`src/rtl/instr_fetch_pkg.sv`:
```
// Shared types for the fetch stage: generic word types (common) and
// fetch-pipe payloads, FSM states and the reset PC (pipes).
package common;
    typedef logic [31:0] u32;
    typedef logic [63:0] u64;
    typedef u64          word_t;
endpackage

package pipes;
    import common::*;

    localparam u64          PCINIT      = 64'h8000_0000;
    localparam int unsigned INSTR_BYTES = 4;

    // One fetched instruction handed to decode
    typedef struct packed {
        u32 raw_instr;
        u64 pc;
    } fetch_data_t;

    typedef enum logic {
        S_REQ,
        S_HOLD
    } fetch_state_t;

    // Source for the next fetch PC
    typedef enum logic [1:0] {
        PC_KEEP,
        PC_INC,
        PC_REDIR,
        PC_PEND
    } pc_sel_t;
endpackage

```
`src/rtl/instr_fetch_pc_next.sv`:
```
// Next-PC select: hold, sequential +4 (64-bit wrap), redirect target or
// the target parked while a request was still outstanding.
module pc_next (
    input  logic [63:0]   pc,
    input  logic [63:0]   redirect_pc,
    input  logic [63:0]   pend_pc,
    input  pipes::pc_sel_t sel,
    output logic [63:0]   pc_nxt_c
);
    import pipes::*;

    // Pure mux; the adder wraps naturally at 64 bits
    always_comb begin
        pc_nxt_c = pc;
        case (sel)
            PC_INC:   pc_nxt_c = pc + 64'(INSTR_BYTES);
            PC_REDIR: pc_nxt_c = redirect_pc;
            PC_PEND:  pc_nxt_c = pend_pc;
            default:  pc_nxt_c = pc;
        endcase
    end
endmodule

```
`src/rtl/instr_fetch.sv`:
```
// Instruction fetch stage: one outstanding bus request, a one-entry hold
// buffer for decode back-pressure and redirect handling that never cancels
// a request already on the bus.
// Optional performance counters: define FETCH_PERF_CNT_EN.
module instr_fetch #(
    parameter logic [63:0] PCINIT = pipes::PCINIT
) (
    input  logic               clk,
    input  logic               reset,
    output logic               ireq_valid,
    output logic [63:0]        ireq_addr,
    input  logic               iresp_data_ok,
    input  logic [31:0]        iresp_data,
    output pipes::fetch_data_t dataF,
    output logic               validF,
    input  logic               ready_d,
`ifdef FETCH_PERF_CNT_EN
    output logic [63:0]        cnt_fetched,
    output logic [63:0]        cnt_stall,
`endif
    input  logic               redirect_valid,
    input  logic [63:0]        redirect_pc
);
    import common::*;
    import pipes::*;

    fetch_state_t state, state_n;
    pc_sel_t      pc_sel;
    u64           pc, pc_nxt_c;
    u64           pend_pc, pend_pc_n;
    logic         pend_valid, pend_valid_n;
    fetch_data_t  hold, hold_n, data_n;
    logic         valid_n, ireq_valid_n;
    logic         acc, adv;

    // acc: response accepted this cycle; adv: dataF slot free next edge
    assign acc       = ireq_valid && iresp_data_ok;
    assign adv       = !validF || ready_d;
    assign ireq_addr = pc;

    pc_next u_pc_next (
        .pc          (pc),
        .redirect_pc (redirect_pc),
        .pend_pc     (pend_pc),
        .sel         (pc_sel),
        .pc_nxt_c    (pc_nxt_c)
    );

    // FSM state register
    always_ff @(posedge clk or posedge reset) begin
        if (reset) begin
            state <= S_REQ;
        end else begin
            state <= state_n;
        end
    end

    // Next state and datapath controls; redirect outranks everything else
    always_comb begin
        state_n      = state;
        pc_sel       = PC_KEEP;
        valid_n      = validF && !ready_d;
        data_n       = dataF;
        hold_n       = hold;
        pend_valid_n = pend_valid;
        pend_pc_n    = pend_pc;
        ireq_valid_n = 1'b0;

        if (redirect_valid) begin
            valid_n = 1'b0;
            state_n = S_REQ;
            if (ireq_valid && !iresp_data_ok) begin
                // request still in flight: park the target, drop its data later
                pend_valid_n = 1'b1;
                pend_pc_n    = redirect_pc;
            end else begin
                pend_valid_n = 1'b0;
                pc_sel       = PC_REDIR;
            end
        end else if (state == S_HOLD) begin
            if (ready_d) begin
                data_n  = hold;
                valid_n = 1'b1;
                state_n = S_REQ;
            end
        end else if (acc) begin
            if (pend_valid) begin
                pend_valid_n = 1'b0;
                pc_sel       = PC_PEND;
            end else if (adv) begin
                data_n  = '{raw_instr: iresp_data, pc: pc};
                valid_n = 1'b1;
                pc_sel  = PC_INC;
            end else begin
                hold_n  = '{raw_instr: iresp_data, pc: pc};
                pc_sel  = PC_INC;
                state_n = S_HOLD;
            end
        end

        // A new request goes out once the previous one has completed
        ireq_valid_n = (state_n == S_REQ) && !acc;
    end

    // Datapath registers
    always_ff @(posedge clk or posedge reset) begin
        if (reset) begin
            pc         <= PCINIT;
            ireq_valid <= 1'b0;
            validF     <= 1'b0;
            dataF      <= '0;
            hold       <= '0;
            pend_valid <= 1'b0;
            pend_pc    <= '0;
        end else begin
            pc         <= pc_nxt_c;
            ireq_valid <= ireq_valid_n;
            validF     <= valid_n;
            dataF      <= data_n;
            hold       <= hold_n;
            pend_valid <= pend_valid_n;
            pend_pc    <= pend_pc_n;
        end
    end

`ifdef FETCH_PERF_CNT_EN
    // Handoff and bus-stall event counters, free-running with wrap
    always_ff @(posedge clk or posedge reset) begin
        if (reset) begin
            cnt_fetched <= '0;
            cnt_stall   <= '0;
        end else begin
            cnt_fetched <= cnt_fetched + 64'(validF && ready_d);
            cnt_stall   <= cnt_stall + 64'(ireq_valid && !iresp_data_ok);
        end
    end
`endif
endmodule
```
`config.mk`:
```
export PLATFORM = sky130hd
export DESIGN_NAME = instr_fetch
export DESIGN_NICKNAME = d
export VERILOG_FILES = /design/src/rtl/instr_fetch_pkg.sv /design/src/rtl/instr_fetch_pc_next.sv /design/src/rtl/instr_fetch.sv
export SDC_FILE = /design/constraint.sdc
export NUM_CORES = 1
export LEC_CHECK = 0
export BUFFER_PORTS_ARGS = -buffer_cell sky130_fd_sc_hd__buf_2
export CORE_MARGIN = 8
export CORE_UTILIZATION = 51
export DETAILED_ROUTE_END_ITERATION = 10
export PLACE_DENSITY = 0.73
export SKIP_LAST_GASP = 1
export SYNTH_ARGS = -nofsm -noshare
export SYNTH_HDL_FRONTEND = slang
export SYNTH_SLANG_ARGS = --single-unit
```
`constraint.sdc`:
```
create_clock -name clk -period 16.3 [get_ports clk]
set_input_delay 3.26 -clock clk [delete_from_list [all_inputs] [get_ports clk]]
set_output_delay 3.26 -clock clk [all_outputs]
set_load 0.01 [all_outputs]
```
==> results.json, run 1 <==
{
  "area_growth_pct": 17.5,
  "rsz0062_at_grt": "no",
  "wirelength_um": 44900,
  "r2r_cells": 4,
  "antenna_found_initial": 2,
  "yosysWarnings": 0,
  "grt_pass1_wl_um": 70400,
  "cts_resized": 0,
  "die_x_um": 191,
  "num_vias": 12700,
  "drive_above_1_share_pct": 29.0,
  "clkSlewWorstSetupHoldPaths_ns": 0.06,
  "cts_buffer_depth": 3,
  "hold_violations": 0,
  "startpoint_type": "input pin",
  "mostFrequentLayoutCells": "322 x dfrtp_1, 263 x buf_2, 134 x nor2_1",
  "synthTopCellsByArea": "dfrtp_1 52%, mux2_2 9.3%, mux2i_1 6.3%",
  "cts_setup_buffers": 0,
  "port_buffers": 262,
  "drt-wirelength-per-cell_um": 21.4,
  "final_cells": 2098,
  "placed_area_mm2": 0.0171,
  "holdPathEnd": "hold[24]",
  "fmax_ghz": 0.187,
  "viasPerCell": 6.07,
  "hold_buffers": 0,
  "postRouteAntennaNets": 0,
  "r2r_slack_ns": 13.02,
  "tightest_slew_ns": 1.12,
  "final_util_pct": 60.2,
  "ys.flop_type": "dfrtp_1",
  "slew_headroom_pct": 25.2,
  "fin_area_mm2": 0.0183,
  "place_inst": 2035,
  "grt_pass1_vias": 12300,
  "syn_inst": 1475,
  "cp.arrival_ns": 5.73,
  "synth_area_mm2": 0.0156,
  "holdCritStartpoint": "hold[24]",
  "coreArea_mm2": 0.0303,
  "initial_core_util_pct": 51.2,
  "post-route-min-period_ns": 5.35,
  "required_ns": 16.68,
  "drc": 0,
  "status": "finished clean",
  "syn_nets": 1577,
  "skew_ns": 0.0188,
  "grt_max_degree": 193,
  "cts-htree-levels": 2,
  "synth_top_area_share_pct": 52.0,
  "clock-sinks": 324,
  "cts_tree": "built",
  "maxCapViolCount": 0,
  "grt_use_total_pct": 24.2,
  "final_common_cell": "dfrtp_1",
  "synth_cell_types": 70,
  "ys_ff_latch": 324,
  "synth_area_per_cell_um2": 10.5,
  "ir_drop_v": 0.0000828,
  "detailed_place_hpwl_um": 30700,
  "grt_overflow": 0,
  "r2r_start": "state",
  "end_kind": "flip-flop",
  "root_buffer": "clkbuf_16",
  "synth-async-reset-ratio_pct": 100,
  "drtPass1Iterations": 5,
  "finalCritPeriodShare_pct": 32.8,
  "synth_edf_count": 0,
  "cts_made_buffers": 36,
  "boundaryPins": 263,
  "cp_max_fo": 70,
  "finalSetupTns_ns": 0,
  "first_iter_violations": 1248,
  "holdCritPathClass": "reg -> reg",
  "routabilityCongestion": 0.915,
  "p_leak_nw": 7.88,
  "yosys.area.top_type": "dfrtp_1",
  "finalSetupViolCount": 0,
  "path_class": "in -> reg",
  "slew_violations": 0,
  "reg2reg_to": "hold[49]",
  "fp-row-count": 64,
  "yosysSeqAreaShare_pct": 52.1,
  "final_nets": 1780,
  "p_total_mw": 2.65,
  "p_per_area_mw_per_mm2": 145,
  "dieArea_mm2": 0.0363,
  "whs_path_depth": 2,
  "die_y_um": 191,
  "clk_latency_ns": 0.52
}
## metal layers
metal  global-route usage, %  up-vias  wire [µm]
met3                    5.36      104       3980
met1                    35.5     6241      20100
li1                        -     5801          -
met2                    35.0      580      19500
met5                       0        -         10
met4                    8.14        2       1430
## through the flow
stage                     setup WS (ns)  hold WS, ns
after floorplan                    4.07        0.450
after global placement            10.54        0.460
after detailed placement          10.45        0.470
after CTS                         10.99        0.483
final                             10.95        0.477
after global routing              10.80        0.500
## worst max-delay path by stage
stage / cells past startpoint / slack [ns] / startpoint / to
after floorplan: 1 / 4.07 / reset / dataF[0]
after global placement: 5 / 10.54 / redirect_valid / hold[45]
after CTS: 5 / 10.99 / redirect_valid / hold[49]
final: 5 / 10.95 / redirect_valid / hold[49]
after global routing: 5 / 10.80 / redirect_valid / hold[49]
after detailed placement: 5 / 10.45 / redirect_valid / hold[47]
## power breakdown
group          internal (mW)  switching [mW]  leakage [nW]
logic                  0.271           0.353          3.48
clock network          0.511           0.324         0.602
registers               1.01           0.182          3.80
## logic make-up after synthesis
group / count (synthesis) / synth area share [%]
compound gates: 356 / 14.9
fa+ha+maj: 1 / 0.0804
buf+inv: 146 / 3.81
flops: 324 / 52.1
mux: 227 / 15.6
simple gates: 421 / 13.4
## synth_stat cells (3+ instances only)
library cell and number:
mux2_2 129, dfrtp_1 323, a221oi_1 3, a32oi_1 13, inv_1 35, and2_1 7
a21oi_1 124, and4b_1 3, o21ai_0 63, nand3b_1 4, a22oi_1 7, a2bb2oi_1 29
nor4_1 19, nand2b_1 4, nand2_1 125, and3_1 13, a22o_1 5, a31oi_1 10
a211oi_1 14, o21a_1 12, o22ai_1 20, buf_1 15, nor3_1 29, buf_2 20
o31ai_1 4, nor2_1 134, a221oi_2 3, mux2i_1 98, nand3_1 29, and4_1 7
nor4b_1 5, or2_2 3, nand4_1 20, o21ai_1 6, o22a_1 4, a311o_1 3
a311oi_1 9, o311a_1 4, nor4_4 3, clkbuf_1 73
## final cells by class
type / instances / area (µm²)
diodes: 1 / 2.50
clock buffers: 52 / 1090
clock inverters: 9 / 126
fillers: 2519 / 12100
inverters: 35 / 139
multi-input cells: 1005 / 6880
flip-flops and latches: 324 / 8110
well taps: 396 / 495
repair buffers: 276 / 1430
## critical path, cell delays in order
cell,delay (ns)
buf_2,0.45
nor2_1,0.19
nand3_4,0.54
buf_4,0.77
mux2_2,0.42
## state kept, by name (all words and copies together) (netlist names)
register    flops
hold           96
ireq_valid      1
ireq_addr      64
pend_pc        64
dataF          96
state           1
pend_valid      1
validF          1
Power figures use the tool's default switching activity.
==> run 2: changes to the inputs <==
--- a/config.mk
+++ b/config.mk
@@ -9,7 +9,7 @@
 export CORE_MARGIN = 8
 export CORE_UTILIZATION = 51
 export DETAILED_ROUTE_END_ITERATION = 10
-export PLACE_DENSITY = 0.73
+export PLACE_DENSITY = 0.76
 export SKIP_LAST_GASP = 1
 export SYNTH_ARGS = -nofsm -noshare
 export SYNTH_HDL_FRONTEND = slang
==> constraint.sdc (replaced) <==
create_clock -name clk -period 4.5 [get_ports clk]
set_input_delay 0.9 -clock clk [delete_from_list [all_inputs] [get_ports clk]]
set_output_delay 0.9 -clock clk [all_outputs]
set_load 0.01 [all_outputs]
==> run 2 against run 1 <==
  * Via count is 0.42% higher
  * Critical path depth grew 1
  * Sequential share of layout area fell by 0.11 points
  * Worst setup slack lost 9.4 ns
  * Non-clock buffer count increased by 7
  * Final cell count up 0.38%
  * Die area unchanged
  * Combinational power grew to 3.7 times the previous value
  * Critical endpoint is now ireq_addr[58]
  * Largest power group unchanged
==> results.json, run 2 (same netlist as run 1, synthesis figures left out) <==
{
  "grt_use_total_pct": 24.5,
  "drc": 0,
  "final_util_pct": 60.4,
  "rsz0062_at_grt": "no",
  "finalSetupTns_ns": 0,
  "num_vias": 12800,
  "clock-sinks": 324,
  "die_x_um": 191,
  "post-route-min-period_ns": 2.95,
  "holdCritPathClass": "reg -> reg",
  "area_growth_pct": 17.8,
  "mostFrequentLayoutCells": "322 x dfrtp_1, 262 x buf_2, 134 x nor2_1",
  "drive_above_1_share_pct": 29.0,
  "end_kind": "flip-flop",
  "slew_headroom_pct": 23.0,
  "fp-row-count": 64,
  "hold_violations": 0,
  "grt_max_degree": 193,
  "grt_overflow": 0,
  "startpoint_type": "flip-flop",
  "final_nets": 1787,
  "hold_buffers": 0,
  "finalSetupViolCount": 0,
  "hold_ws_ns": 0.477,
  "skew_ns": 0.0187,
  "cts_tree": "built",
  "cts_setup_buffers": 0,
  "cp.arrival_ns": 3.40,
  "clk_latency_ns": 0.52,
  "dieArea_mm2": 0.0363,
  "cts_resized": 0,
  "top_regs": "dataF x96, hold x96",
  "cts_buffer_depth": 3,
  "viasPerCell": 6.07,
  "ir_drop_v": 0.000347,
  "p_per_area_mw_per_mm2": 522,
  "maxCapViolCount": 0,
  "grt_pass1_vias": 12500,
  "clkSlewWorstSetupHoldPaths_ns": 0.06,
  "boundaryPins": 263,
  "cts-htree-levels": 2,
  "fmax_ghz": 0.339,
  "drt-wirelength-per-cell_um": 21.5,
  "detailed_place_hpwl_um": 31700,
  "initial_core_util_pct": 51.2,
  "path_class": "reg -> reg",
  "antenna_found_initial": 1,
  "status": "finished clean",
  "final_common_cell": "dfrtp_1",
  "grt_pass1_wl_um": 71600,
  "slew_violations": 0,
  "first_iter_violations": 1193,
  "cp_max_fo": 11,
  "coreArea_mm2": 0.0303,
  "tightest_slew_ns": 1.16,
  "die_y_um": 191,
  "p_leak_nw": 7.89,
  "cts_made_buffers": 36,
  "required_ns": 4.96,
  "routabilityCongestion": 0.938,
  "wirelength_um": 45300,
  "drtPass1Iterations": 5,
  "port_buffers": 262,
  "postRouteAntennaNets": 0,
  "finalCritPeriodShare_pct": 65.5,
  "root_buffer": "clkbuf_16"
}
-- run 2: cell count changes in the layout (fill, tap and decap cells not counted), sizes merged --
| cell | change |
|---|---|
| clkbuf | +1 |
| clkinv | -1 |
| clkinvlp | +1 |
| buf | +7 |
-- run 2: metrics by stage --
step | setup slack, ns | cell area [µm²] | cells | power, mW
final | 1.55 | 18300 | 2106 | 9.57
after global placement | 1.41 | 17100 | 2043 | 6.53
after detailed placement | 1.35 | 17100 | 2043 | 6.65
after floorplan | -0.722 | 15600 | 1475 | 5.61
after CTS | 1.67 | 18300 | 2105 | 9.62
after global routing | 1.43 | 18300 | 2106 | 10.1
-- run 2: area by class of cell --
cell class                 instances  area, µm²
multi-input combinational       1005       6880
clock inverter                     9        130
clock buffer                      53       1050
tap                              396        495
timing repair buffer             283       1520
antenna                            1       2.50
fill                            2513      12000
inverter                          35        135
sequential                       324       8110
-- run 2: where the power goes --
part	leakage, nW	internal, mW	switching, mW
registers	3.80	3.66	0.677
logic	3.52	0.989	1.29
clock network	0.574	1.78	1.17
-- run 2: worst paths after layout --
path | to | cells after the start | slack [ns] | from
worst max-delay path | ireq_addr[58] | 6 | 1.55 | ireq_addr[2]
worst min-delay path | hold[34] | 2 | 0.48 | hold[34]
worst max register to register | ireq_addr[58] | 6 | 1.55 | ireq_addr[2]
worst min register to register | hold[34] | 2 | 0.48 | hold[34]
max in group asynchronous | dataF[51] | 3 | 2.86 | reset
min in group asynchronous | dataF[0] | 2 | 0.56 | reset
-- run 2: worst max-delay path, stage by stage (launching register included) --
cell	delay, ns
dfrtp_1	0.61
ha_1	0.35
nand2_1	0.16
nor2_1	0.79
nand4_1	0.40
o41ai_2	0.37
o211a_1	0.19
-- run 2: per-layer routing --
layer  vias up  GRT usage (%)  share of wire, %  wire [µm]
met5         -              0                 0          0
met4         0           7.01               2.7       1220
met3        94           5.89               9.4       4270
met2       602           36.1                44      19900
met1      6264           35.6                44      19900
li1       5821              -                 -          -
==> run 3: changes to the inputs <==
--- a/config.mk
+++ b/config.mk
@@ -5,11 +5,12 @@
 export SDC_FILE = /design/constraint.sdc
 export NUM_CORES = 1
 export LEC_CHECK = 0
+export ABC_AREA = 1
 export BUFFER_PORTS_ARGS = -buffer_cell sky130_fd_sc_hd__buf_2
 export CORE_MARGIN = 8
 export CORE_UTILIZATION = 51
 export DETAILED_ROUTE_END_ITERATION = 10
-export PLACE_DENSITY = 0.76
+export PLACE_DENSITY = 0.73
 export SKIP_LAST_GASP = 1
 export SYNTH_ARGS = -nofsm -noshare
 export SYNTH_HDL_FRONTEND = slang
==> constraint.sdc (replaced) <==
create_clock -name clk -period 3 [get_ports clk]
set_input_delay 0.6 -clock clk [delete_from_list [all_inputs] [get_ports clk]]
set_output_delay 0.6 -clock clk [all_outputs]
set_load 0.01 [all_outputs]
==> run 3 against run 2 <==
  * Final area is 1.2% higher
  * Clock-buffer cell count shrank 1
  * First-iteration DRC count rose by 41%
  * Die area increased by 1.1%
  * Power rose by 48%
  * Sequential share of layout area is 0.54 points lower
  * Sequential cell count is the same
  * Synthesized cell count is 37% higher
  * Clock skew is 0.010 ns lower
  * Non-clock buffer count grew 11
  * Core utilization grew 0.40 points
  * Largest power group unchanged
==> results.json, run 3 <==
{
  "synth_top_family_by_area": "simple AND/OR/NAND/NOR gates",
  "tightest_slew_ns": 0.694,
  "grt_pass1_wl_um": 79100,
  "skew_ns": 0.00854,
  "cts_made_buffers": 36,
  "mostFrequentLayoutCells": "623 x nand2_1, 322 x dfrtp_1, 262 x buf_2",
  "postRouteAntennaNets": 0,
  "ys.flop_type": "dfrtp_1",
  "finalSetupViolCount": 0,
  "placed_area_mm2": 0.0174,
  "hold_violations": 0,
  "synthXorXnorAreaFrac_pct": 0.0556,
  "synth_area_mm2": 0.0157,
  "post-route-min-period_ns": 2.23,
  "reg2reg_to": "ireq_addr[38]",
  "clock-sinks": 324,
  "routabilityCongestion": 0.991,
  "num_vias": 14900,
  "boundaryPins": 263,
  "slowest_stage": "dfrtp_1",
  "syn_nets": 2116,
  "synth_top_area_share_pct": 51.4,
  "ys_ff_latch": 324,
  "synth_compound_area_share_pct": 14.4,
  "p_per_area_mw_per_mm2": 766,
  "synthTopCellsByArea": "dfrtp_1 51%, nand2_1 15%, o21ai_0 6.7%",
  "path_cells": "nand2_1 > nor2_1 > nand2_1 > nor2_4 > nand2_1 > inv_1 > nand2_1 > nand2_1 > nand3_1 > a21oi_1",
  "clk_latency_ns": 0.51,
  "syn_inst": 2014,
  "r2r_slack_ns": 0.77,
  "slew_headroom_pct": 53.7,
  "synth_area_per_cell_um2": 7.82,
  "synth-simple-area-share_pct": 24.2,
  "fmax_ghz": 0.447,
  "finalCritPeriodShare_pct": 74.5,
  "cts_resized": 0,
  "status": "finished clean",
  "synthMuxAreaShare_pct": 2.29,
  "grt_pass1_vias": 13800,
  "first_iter_violations": 1688,
  "rsz0062_at_grt": "no",
  "yosys.area.top_type": "dfrtp_1",
  "fin_area_mm2": 0.0185,
  "startpoint_type": "flip-flop",
  "synth_edf_count": 0,
  "slew_violations": 0,
  "root_buffer": "clkbuf_16",
  "final_nets": 2345,
  "drive_above_1_share_pct": 17.7,
  "grt_overflow": 0,
  "wirelength_um": 50700,
  "n_antenna_cell": 0,
  "cts_tree": "built",
  "viasPerCell": 5.62,
  "crit_cells": 10,
  "final_common_cell": "nand2_1",
  "required_ns": 3.43,
  "yosysWarnings": 0,
  "drc": 0,
  "clkSlewWorstSetupHoldPaths_ns": 0.06,
  "antenna_found_initial": 0,
  "detailed_place_hpwl_um": 37700,
  "end_kind": "flip-flop",
  "die_x_um": 192,
  "coreArea_mm2": 0.0305,
  "cts_setup_buffers": 0,
  "synth-async-reset-ratio_pct": 100,
  "ir_drop_v": 0.000321,
  "fin_ws_ns": 0.765,
  "initial_core_util_pct": 51.6,
  "synth_common_cells": "623 x nand2_1, 323 x dfrtp_1, 239 x nor2_1",
  "maxCapViolCount": 0,
  "cts-htree-levels": 2,
  "grt_use_total_pct": 27.2,
  "dieArea_mm2": 0.0367,
  "pre_cts_ws_ns": 0.675,
  "critPathMaxStageDelay_ns": 0.60,
  "grt_max_degree": 121,
  "path_class": "reg -> reg",
  "synth_most_common_cell": "nand2_1",
  "r2r_cells": 10,
  "cts_buffer_depth": 3,
  "cp.arrival_ns": 2.67,
  "holdCritPathClass": "in -> async",
  "place_inst": 2601,
  "drtPass1Iterations": 6,
  "r2r_start": "ireq_addr[15]",
  "hold_buffers": 0,
  "final_cells": 2660,
  "port_buffers": 262,
  "crit_path_frequent_cell": "nand2_1",
  "p_leak_nw": 9.26,
  "cp_max_fo": 7,
  "critPathBufInv": 1,
  "fp-row-count": 64,
  "crit_family": "simple AND/OR/NAND/NOR gates",
  "synth_cell_types": 33,
  "yosysSeqAreaShare_pct": 51.5,
  "synth_fa_ha_area_share_pct": 0.0795,
  "top_regs": "dataF x96, hold x96",
  "drt-wirelength-per-cell_um": 19.1,
  "area_growth_pct": 17.8,
  "die_y_um": 192
}
-- run 3: kinds of logic after synthesis --
kind of cell             Yosys count
buffers and inverters            286
AND/OR/NAND/NOR                  964
adder cells (fa/ha/maj)            1
multiplexers                      32
flip-flops                       324
XOR/XNOR                           1
AO/OA/AOI/OAI                    406
-- run 3: worst max-delay path by stage --
stage	slack, ns	from	endpoint
floorplan	-1.92	reset	dataF[0]
global placement	0.71	redirect_valid	ireq_addr[16]
detailed placement	0.67	redirect_valid	ireq_addr[16]
CTS	0.80	ireq_addr[15]	ireq_addr[38]
global route	0.54	ireq_addr[15]	ireq_addr[38]
finish	0.77	ireq_addr[15]	ireq_addr[38]
-- run 3: area by class of cell --
cell class                 instances  area [µm²]
clock inverter                     7        90.1
inverter                         183         691
clock buffer                      52        1040
sequential                       324        8110
multi-input combinational       1404        6480
fill                            2786       12000
tap                              396         495
timing repair buffer             294        1640
-- run 3: worst reg2reg max path, cell delays in order, from the launching register on --
cell	delay (ns)
dfrtp_1	0.60
nand2_1	0.16
nor2_1	0.31
nand2_1	0.17
nor2_4	0.18
nand2_1	0.18
inv_1	0.14
nand2_1	0.06
nand2_1	0.06
nand3_1	0.13
a21oi_1	0.17
-- run 3: metrics by stage --
stage	power [mW]	hold slack [ns]	setup TNS, ns	util (%)
floorplan	8.29	0.442	-621.54	-
global placement	9.84	0.453	0	57.1
detailed placement	9.96	0.458	0	57.1
CTS	14.3	0.145	0	60.8
global route	15.0	0.165	0	60.8
finish	14.2	0.137	0	60.8
-- run 3: where the power goes --
group | leakage, nW | internal (mW) | switching [mW]
combinational | 4.86 | 1.34 | 2.17
sequential | 3.85 | 5.46 | 0.956
clock | 0.550 | 2.57 | 1.72
-- run 3: per-layer routing --
| layer | up-vias | wire, µm | part of all wire [%] | GRT usage [%] |
|---|---|---|---|---|
| li1 | 6992 | - | - | - |
| met1 | 7191 | 22700 | 45 | 41.0 |
| met2 | 703 | 21800 | 43 | 40.0 |
| met3 | 63 | 5040 | 9.9 | 4.68 |
| met4 | 0 | 1150 | 2.3 | 7.08 |
| met5 | - | 0 | 0 | 0 |
